File: config.mk
export PLATFORM = sky130hd
export DESIGN_NAME = arb_mux
export DESIGN_NICKNAME = d
export VERILOG_FILES = /design/src/rtl/arb_mux_pkg.sv /design/src/rtl/arb_mux_grant.sv /design/src/rtl/arb_mux.sv
export SDC_FILE = /design/constraint.sdc
export NUM_CORES = 1
export LEC_CHECK = 0
export CELL_PAD_IN_SITES_DETAIL_PLACEMENT = 1
export CELL_PAD_IN_SITES_GLOBAL_PLACEMENT = 1
export CORE_MARGIN = 2
export CORE_UTILIZATION = 31
export DETAILED_ROUTE_END_ITERATION = 8
export PLACE_DENSITY = 0.91
export SLEW_MARGIN = 30
export SYNTH_ARGS = -nofsm -noshare
export SYNTH_HDL_FRONTEND = slang
export SYNTH_SLANG_ARGS = --single-unit
File: constraint.sdc
create_clock -name clk -period 8.47 [get_ports clk]
set_clock_uncertainty 0.05 [all_clocks]
set_input_delay 2.1175 -clock clk [delete_from_list [all_inputs] [get_ports clk]]
set_output_delay 2.1175 -clock clk [all_outputs]
set_load 0.02 [all_outputs]
File: src/rtl/arb_mux_pkg.sv
// Shared types and constants for the arbitrated streaming multiplexer.
package arb_mux_pkg;

    typedef enum logic {
        ARB_IDLE   = 1'b0,
        ARB_LOCKED = 1'b1
    } arb_state_e;

    localparam int ARB_FIXED = 0;
    localparam int ARB_RR    = 1;

endpackage

File: src/rtl/arb_mux_grant.sv
// Combinational grant generator: fixed-priority or rotating search, with a
// packet lock that pins the grant to a single channel.
module arb_grant #(
    parameter int N     = 4,
    parameter int SEL_W = $clog2(N)
) (
    input  logic [N-1:0]     req,
    input  logic [SEL_W-1:0] ptr,
    input  logic             lock,
    input  logic [SEL_W-1:0] lock_idx,
    input  logic             rr,
    output logic [N-1:0]     grant,
    output logic [SEL_W-1:0] idx
);

    int   c;
    logic found;

    always_comb begin
        grant = '0;
        idx   = '0;
        found = 1'b0;
        c     = 0;
        if (lock) begin
            // Locked channel owns the port even while it is not presenting data.
            grant[lock_idx] = req[lock_idx];
            idx             = lock_idx;
        end else begin
            for (int k = 0; k < N; k++) begin
                c = (rr ? int'(ptr) : 0) + k;
                if (c >= N) c = c - N;
                if (!found && req[c]) begin
                    found    = 1'b1;
                    grant[c] = 1'b1;
                    idx      = SEL_W'(c);
                end
            end
        end
    end

endmodule

File: src/rtl/arb_mux.sv
// N-to-1 valid/ready multiplexer with packet-aware arbitration and a
// registered output stage.
module arb_mux
    import arb_mux_pkg::*;
#(
    parameter int WIDTH   = 32,
    parameter int N       = 4,
    parameter int RR_MODE = 1,
    parameter int SEL_W   = $clog2(N)
) (
    input  logic               clk,
    input  logic               rst,
    input  logic [N*WIDTH-1:0] in_data,
    input  logic [N-1:0]       in_valid,
    input  logic [N-1:0]       in_last,
    output logic [N-1:0]       in_ready,
    output logic [WIDTH-1:0]   out_data,
    output logic               out_valid,
    output logic               out_last,
    output logic [SEL_W-1:0]   out_sel,
    input  logic               out_ready
);

    arb_state_e       state, state_nx;
    logic [SEL_W-1:0] lock_ch, lock_ch_nx;
    logic [SEL_W-1:0] ptr, ptr_nx;
    logic [N-1:0]     grant;
    logic [SEL_W-1:0] gidx;
    logic             load, xfer, sel_last;
    logic [WIDTH-1:0] sel_data;

    arb_grant #(.N(N), .SEL_W(SEL_W)) u_grant (
        .req      (in_valid),
        .ptr      (ptr),
        .lock     (state == ARB_LOCKED),
        .lock_idx (lock_ch),
        .rr       (RR_MODE == ARB_RR),
        .grant    (grant),
        .idx      (gidx)
    );

    // load stays high while the held beat drains, giving full throughput.
    assign load     = ~out_valid | out_ready;
    assign in_ready = grant & {N{load & ~rst}};
    assign xfer     = |(in_ready & in_valid);
    assign sel_last = in_last[gidx];
    assign sel_data = in_data[gidx*WIDTH +: WIDTH];

    always_ff @(posedge clk) begin
        if (rst) begin
            state   <= ARB_IDLE;
            lock_ch <= '0;
            ptr     <= '0;
        end else begin
            state   <= state_nx;
            lock_ch <= lock_ch_nx;
            ptr     <= ptr_nx;
        end
    end

    always_comb begin
        state_nx   = state;
        lock_ch_nx = lock_ch;
        ptr_nx     = ptr;
        if (xfer) begin
            if (sel_last) begin
                state_nx = ARB_IDLE;
                if (RR_MODE == ARB_RR)
                    ptr_nx = (gidx == SEL_W'(N-1)) ? '0 : gidx + 1'b1;
            end else if (state == ARB_IDLE) begin
                state_nx   = ARB_LOCKED;
                lock_ch_nx = gidx;
            end
        end
    end

    always_ff @(posedge clk) begin
        if (rst) begin
            out_valid <= 1'b0;
            out_data  <= '0;
            out_last  <= 1'b0;
            out_sel   <= '0;
        end else if (xfer) begin
            out_valid <= 1'b1;
            out_data  <= sel_data;
            out_last  <= sel_last;
            out_sel   <= gidx;
        end else if (out_ready) begin
            out_valid <= 1'b0;
        end
    end

endmodule

; Word level (Yosys, flattened, before mapping)
; Index checks and enable logic that the tools add are counted.
[totals]
regBits = 41
latchBits = 0
mem_bits_rw = 0
romBits = 0
inputBits = 139
output_inout_bits = 40
elab_cells = 116
memories = 0
[op_classes]
addsub = 8
multipliers = 0
div_mod_pow = 0
order_cmp = 15
eq_ne = 1
shift = 1
n_mux = 57
bitwise = 12
n_reduce_logical = 15
[op_table]
columns = cell, count
row1 = 2-to-1 mux 32 bit, 8
row2 = ">= comparator 32 x 1 -> 1 bit, second input constant", 4
row3 = "less-than comparator 32 x 4 -> 1 bit, second input constant", 4
row4 = variable part select 128 x 8 -> 32 bit, 1
row5 = ">= comparator 32 x 4 -> 1 bit, second input constant", 3
row6 = "subtractor 32 x 4 -> 32 bit, second input constant", 3
row7 = 2-to-1 mux 4 bit, 8
row8 = 2-to-1 mux 1 bit, 24
row9 = bitwise AND 4 bit, 3
row10 = binary-select mux 1 bit (select 2 bit), 6
row11 = 2-to-1 mux 2 bit, 6
row12 = OR 4 bit, 3
row13 = demux 1 bit (select 2 bit), 5
row14 = logical AND 1 bit, 8
row15 = "adder 2 x 2 -> 3 bit, second input constant", 2
row16 = "less-than comparator 2 x 3 -> 1 bit, second input constant", 2
row17 = NOT 1 bit, 4
row18 = OR reduction 4 bit, 1
row19 = "subtractor 2 x 3 -> 4 bit, second input constant", 1
row20 = "adder 2 x 1 -> 3 bit, second input constant", 1
row21 = ">= comparator 2 x 3 -> 1 bit, second input constant", 1
row22 = logical NOT 1 bit, 3
row23 = AND reduction 3 bit, 1
row24 = "adder 2 x 1 -> 2 bit, second input constant", 1
row25 = other kinds (6), 6

; Longest topological paths before layout
; Gate-level depths: netlist of run 1.
[depth]
ltp_word = 24
depth_mapped = 13
mapped_depth_nobuf = 9

; Cells and area by module
; From an unflattened synthesis of run 1, not the netlist that was laid out.
[hier_totals]
cells_unflattened = 319
hier_area_um2 = 2899.0
[modules_own_cells]
columns = mod, n_inst, cells_each, area_each_um2, seq_area_each_um2
row1 = arb_mux, 1, 232, 2347.3, 820.8
row2 = arb_grant, 1, 87, 551.8, 0.0

; Worst setup path before layout of run 1
; Ideal clock, no wire load.
[synth_timing]
kind = input to output
from = input in_valid[1]
to = output in_ready[0]
arrival_time_ps = 3855
required_ps = 6303
slack_ps = 2448
stages = 5
n_path_buf = 1
cell_sequence = buf_2 -> mux4_2 -> nand3b_1 -> a22o_1 -> a311oi_1
[synth_between]
elab_chain_len = 18
elab_cells_between_ends = 39
cone_classes = mux (28) / bitwise (5) / reduce/logical (6)
[synth_rtl]
columns = item, line
row1 = from (decl), arb_mux.sv:14  ; input logic [N-1:0] in_valid,
row2 = binary-select mux 1 bit (select 2 bit), arb_mux_grant.sv:32  ; if (!found && req[c]) begin
row3 = 2-to-1 mux 1 bit (not written as such) (2 in a row), arb_mux_grant.sv:32
row4 = 2-to-1 mux 1 bit, arb_mux_grant.sv:32
row5 = 2-to-1 mux 1 bit, arb_mux_grant.sv:24  ; if (lock) begin
row6 = logical NOT 1 bit, arb_mux_grant.sv:32
row7 = logical AND 1 bit, arb_mux_grant.sv:32
row8 = 2-to-1 mux 1 bit, arb_mux_grant.sv:32
row9 = 2-to-1 mux 1 bit, arb_mux_grant.sv:24
row10 = logical NOT 1 bit, arb_mux_grant.sv:32
row11 = logical AND 1 bit, arb_mux_grant.sv:32
row12 = 2-to-1 mux 1 bit, arb_mux_grant.sv:32
row13 = 2-to-1 mux 1 bit, arb_mux_grant.sv:24
row14 = logical NOT 1 bit, arb_mux_grant.sv:32
row15 = logical AND 1 bit, arb_mux_grant.sv:32
row16 = 2-to-1 mux 4 bit, arb_mux_grant.sv:32
row17 = 2-to-1 mux 4 bit (*), arb_mux_grant.sv:24
row18 = bitwise AND 4 bit (*), arb_mux.sv:44  ; assign in_ready = grant & {N{load & ~rst}};
row19 = to (decl), arb_mux.sv:16  ; output logic [N-1:0] in_ready,
; Mark *: on every way between the ends. The rest lies on a longest branch, timed or not. The select of a mux whose other input is x is not followed.

; Worst setup path after layout of run 1
[layout_timing]
from = input in_valid[2]
to = output in_ready[2]
; Same word-level chain as after synthesis.

==> metrics.yaml, run 1 <==
final_net_count: 731
syn_nets: 600
clock_path_buffers: 2
placed_cells: 724
endpoint: "in_ready[2]"
core_um2: 11500
synth.area.mux_share_pct: 2.77
rsz0062_at_grt: "no"
yosys_warnings: 0
synth_area_um2: 3660
drt-initial-drc-count: 225
postCtsHoldBufs: 0
setup-tns-final_ps: 0
dieHeight_um: 113
dpl_cell_area_um2: 5340
syn_to_final_growth_pct: 49.8
synth_fa_ha_area_share_pct: 1.37
synth_top_family_by_area: "compound AO/OA/AOI/OAI gates"
clk_latency_ps: 280
antenna_found_initial: 0
post_cts_buffers: 0
synth_edf_count: 0
fp.dieW_um: 113
track_usage_pct: 23.2
drv_cap: 0
first_pass_iters: 6
worst_pin_slew_ps: 948
gp_congestion: 0.872
numCtsBuffers: 5
vias_per_cell: 5.95
hold_violations: 0
r2r_end: "out_data[28]"
clock_sinks: 41
diodes: 0
avgSynthCellArea_um2: 8.01
postLayoutCoreUtil_pct: 47.8
crit_fanout: 17
power_density_nw_per_um2: 328
grt_overflow_total: 0
r2r_start: "ptr[0]"
dieArea_um2: 12700
wl_mm: 15.3
worstHoldPathType: "flip-flop to flip-flop"
ys_ff_latch: 41
clock.fmax_mhz: 139
initial_utilization_pct: 31.9
drive_above_1_share_pct: 5.77
synthFlopType: "dfxtp_1"
async_reset_ff_share_pct: 0
synth_cells: 457
fin_crit_sh_pct: 84.8
root_buffer: "clkbuf_16"
slew_headroom_pct: 36.8
post_cts_resized: 0
ios: 179
stdcell_area_um2: 5480
peakVddDrop_mv: 0.241
synthXorXnorAreaFrac_pct: 0.239
drv_slew: 0
reg2reg_slack_ps: 3740
required_ps: 6300
startpoint: "in_valid[2]"
grt_pass1_wl_mm: 24.4
synth_compound_area_share_pct: 38.5
ys_seq_area_share_pct: 22.4
vias: 4352
clk_pin_slew_worst_paths_ps: 60
drc: 0
rows: 39
grt_pass1_vias: 4630
synthSimpleGateAreaFrac_pct: 25.1
cts_tree: "done"
instances_no_fill: 732
crit_arrival_ps: 5010
setup_viol: 0
grt_max_degree: 75
antenna_left: 0
synth_cell_types: 63
htreeDepth: 2
critical_path.startpoint_type: "primary input"
status: "finished clean"
rr_worst_depth: 11
p_leak_uw: 0.00202
min_period_ps: 7180
critPathCaptureType: "primary output"
portBuffers: 178
dp_hpwl_mm: 10.4
critPathKind: "primary input to primary output"
wire_per_inst_um: 20.8
worst max-delay path, cell delays in order:
cell	delay, ps
clkdlybuf4s50_1	810
or3b_1	440
a2111oi_4	400
or3_1	220
a211oi_1	90
a211oi_1	280
clkdlybuf4s50_1	650
registers in the layout (all words and copies together) (netlist names):
register and cells:
state 1, out_data 32, out_valid 1, ptr 2
out_last 1, lock_ch 2, out_sel 2
per-layer routing:
| layer | up-vias | part of all wire [%] | GRT usage, % |
|---|---|---|---|
| met5 | - | 0 | 0 |
| met4 | 0 | 0.89 | 3.74 |
| met3 | 12 | 6.1 | 4.97 |
| met2 | 152 | 50 | 42.2 |
| met1 | 2129 | 43 | 28.6 |
| li1 | 2059 | - | - |
cell usage after synthesis, drive strengths merged, types with 2 or more instances:
master / count / area, um2
nor3: 2 / 10.0
o2111ai: 2 / 17.5
a21oi: 45 / 225
clkbuf: 32 / 120
nor2: 5 / 18.8
o211ai: 3 / 22.5
a221oi: 3 / 26.3
a222oi: 2 / 20.0
nand3: 40 / 200
a211oi: 73 / 558
dfxtp: 41 / 821
and3: 64 / 400
nand3b: 6 / 45.0
or3b: 2 / 17.5
nand2: 7 / 26.3
ha: 4 / 50.1
nor4: 3 / 33.8
a21o: 2 / 15.0
o21a: 3 / 30.0
nor2b: 5 / 38.8
nor3b: 2 / 15.0
o21ai: 6 / 30.0
a31oi: 4 / 31.3
buf: 27 / 205
a311oi: 2 / 17.5
inv: 7 / 26.3
o31ai: 2 / 28.8
and4: 3 / 28.8
nand2b: 3 / 18.8
mux4: 3 / 67.6
nand4: 2 / 12.5
a211o: 32 / 280
cell type report:
type                    count  area, um2
flip-flops and latches     41        821
clock buffers               5        125
fillers                  1357       5980
repair buffers            183       1810
inverters                   7       26.3
multi-input cells         350       2500
clock inverters             3       17.5
well taps                 143        179
logic make-up after synthesis:
logic type,after synthesis
fa+ha+maj,4
flops,41
simple gates,151
compound gates,189
buf+inv,66
xor+xnor,1
mux,5
metrics by stage:
| step | worst slack (ps) | total power [uW] | hold WS [ps] |
|---|---|---|---|
| CTS | 1270 | 1800 | 421 |
| detailed placement | 1300 | 1600 | 411 |
| finish | 1290 | 1800 | 417 |
| global route | 1150 | 1930 | 441 |
| global placement | 1410 | 1560 | 400 |
| floorplan | 2450 | 1230 | 489 |
cell usage in the layout, fill, tap and decap left out, types with 2 or more instances in the layout:
cell type	instances
nor3b_1	2
clkdlybuf4s50_1	177
nand3b_1	6
mux4_2	3
a31oi_1	3
and3_1	64
a222oi_1	2
o21a_1	2
o2111ai_1	2
dfxtp_1	41
buf_4	5
a211o_1	32
a221oi_1	3
a211oi_1	71
nor3_1	2
a21oi_1	45
nand3_1	40
o21ai_0	6
nor4_1	2
nand2b_1	3
and4_1	2
a311oi_1	2
o211ai_1	3
a211oi_2	2
ha_1	4
clkinv_2	2
inv_1	7
clkbuf_16	5
nor2b_1	4
a21o_1	2
nand2_1	5
nor2_1	5
nand4_1	2
how the worst min path moves through the flow:
stage                   end    startpoint  slack (ps)  depth (start not counted)
2_1_floorplan    lock_ch[0]    lock_ch[0]         490                          2
3_3_place_gp   out_data[14]  out_data[14]         400                          2
3_5_place_dp    out_data[1]   out_data[1]         410                          2
4_1_cts        out_data[26]  out_data[26]         420                          2
5_1_grt         out_data[6]   out_data[6]         440                          2
6_report       out_data[26]  out_data[26]         420                          2
where the power goes:
group / internal (uW) / leakage, uW / switching [uW] / total, uW
Sequential: 259 / 0.000336 / 60.6 / 320
Clock: 108 / 0.0000696 / 76.8 / 185
Combinational: 536 / 0.00161 / 755 / 1290
(Power assumes the default switching activity.)
==> inputs of run 2 (changes only) <==
--- a/config.mk
+++ b/config.mk
@@ -8,9 +8,9 @@
 export CELL_PAD_IN_SITES_DETAIL_PLACEMENT = 1
 export CELL_PAD_IN_SITES_GLOBAL_PLACEMENT = 1
 export CORE_MARGIN = 2
-export CORE_UTILIZATION = 31
+export CORE_UTILIZATION = 29
 export DETAILED_ROUTE_END_ITERATION = 8
-export PLACE_DENSITY = 0.91
+export PLACE_DENSITY = 0.86
 export SLEW_MARGIN = 30
 export SYNTH_ARGS = -nofsm -noshare
 export SYNTH_HDL_FRONTEND = slang
==> constraint.sdc (replaced) <==
create_clock -name clk -period 7.07 [get_ports clk]
set_clock_uncertainty 0.05 [all_clocks]
set_input_delay 1.7675 -clock clk [delete_from_list [all_inputs] [get_ports clk]]
set_output_delay 1.7675 -clock clk [all_outputs]
set_load 0.02 [all_outputs]
==> run 2 against run 1 <==
Net effect: largest cell class unchanged; first-iteration DRC count decreased by 20%; worst setup slack got worse by 710 ps; via count is 0.18% higher; global-route usage decreased by 1.7 points; register-to-register slack worse by 1200 ps; count of clock-buffer cells in the layout is 2 higher; routed wire length shrank 0.89%; critical path type unchanged; flip-flop and latch count unchanged.
==> metrics.yaml, run 2 (synthesis results as in run 1) <==
drive_above_1_share_pct: 5.76
postCtsHoldBufs: 0
pwr-share-seq_pct: 17.3
power_uw: 2200
htreeDepth: 2
drv_slew: 0
grt_pass1_vias: 4451
power_density_nw_per_um2: 394
largest_register_ffs: 32
rsz0062_at_grt: "no"
holdWs_ps: 416
clk_pin_slew_worst_paths_ps: 60
crit_arrival_ps: 4680
hold_violations: 0
ios: 179
post_cts_buffers: 0
portBuffers: 178
grt_pass1_wl_mm: 23.1
final_cell_mix: "clkdlybuf4s50_1, a211oi_1, and3_1"
critical_path.startpoint_type: "primary input"
slew_headroom_pct: 37.5
cts_tree: "done"
whs_path_depth: 2
post_cts_resized: 0
combPwrFrac_pct: 70.2
swShare_pct: 48.5
crit_fanout: 17
fillers: 1469
clk_latency_ps: 280
peakVddDrop_mv: 0.183
setup-tns-final_ps: 0
hp-start: "out_data[31]"
numCtsBuffers: 5
drc: 0
worstHoldPathType: "flip-flop to flip-flop"
gp_congestion: 0.868
p_int_uw: 1130
worst_pin_slew_ps: 938
dpl_cell_area_um2: 5390
status: "finished clean"
r2r_start: "ptr[0]"
wire_per_inst_um: 19.8
setup_viol: 0
dieArea_um2: 13500
track_usage_pct: 21.5
antenna_found_initial: 0
fp.dieW_um: 116
clock_path_buffers: 2
critPathCaptureType: "primary output"
stdcell_area_um2: 5570
clock_sinks: 41
min_period_ps: 6490
vias_per_cell: 5.72
drt-initial-drc-count: 180
regMostFlops: "out_data"
diodes: 0
final_net_count: 732
first_pass_iters: 4
startpoint: "in_valid[2]"
grt_overflow_total: 0
root_buffer: "clkbuf_16"
wl_mm: 15.1
final_common_cell: "clkdlybuf4s50_1"
core_um2: 12500
rows: 41
power.switching_uw: 1060
fin_crit_sh_pct: 91.9
required_ps: 5250
syn_to_final_growth_pct: 52.1
drv_cap: 0
critPathKind: "primary input to primary output"
rr_worst_depth: 10
dp_hpwl_mm: 10.5
dieHeight_um: 116
clock.fmax_mhz: 154
initial_utilization_pct: 29.4
p_leak_uw: 0.00204
grt_max_degree: 75
vias: 4360
antenna_left: 0
clkPwrFrac_pct: 12.4
run 2: per-layer routing:
layer | track usage [%] | wire length (um) | vias up
met5 | 0 | 0 | -
met4 | 4.29 | 153 | 0
met3 | 5.24 | 933 | 12
met2 | 39.0 | 7620 | 137
met1 | 25.9 | 6400 | 2143
li1 | - | - | 2068
run 2: layout make-up:
type | instances | area, um2 | share of cell area (%)
sequential | 41 | 821 | 14.7
inverter | 7 | 26.3 | 0.472
tap | 172 | 215 | 3.86
clock inverter | 1 | 30.0 | 0.539
timing repair buffer | 184 | 1830 | 32.9
multi-input combinational | 350 | 2500 | 44.9
clock buffer | 7 | 143 | 2.56
run 2: power by group through the flow:
stage	Combinational (uW)	Sequential, uW	Clock [uW]
3_5_place_dp	1550	383	0
6_report	1540	381	273
3_3_place_gp	1500	379	0
5_1_grt	1680	392	291
2_1_floorplan	1040	436	0
4_1_cts	1550	380	284
run 2: path summary, 6_finish.rpt:
check                 end  slack [ps]
max           in_ready[3]         580
min          out_data[31]         420
max reg2reg    lock_ch[0]        2550
min reg2reg  out_data[31]         420
run 2: critical path: stages:
cell	delay (ps)
clkdlybuf4s50_1	810
or3b_1	450
a2111oi_4	430
or3_1	210
a2111o_1	190
nand2_1	60
a21oi_1	140
clkdlybuf4s50_1	620
run 2: through the flow:
stage	std cells	utilization (%)	setup slack (ps)
2_1_floorplan	457	-	1750
3_3_place_gp	754	43.3	673
3_5_place_dp	754	43.3	609
4_1_cts	762	44.6	599
5_1_grt	762	44.7	432
6_report	762	44.7	575
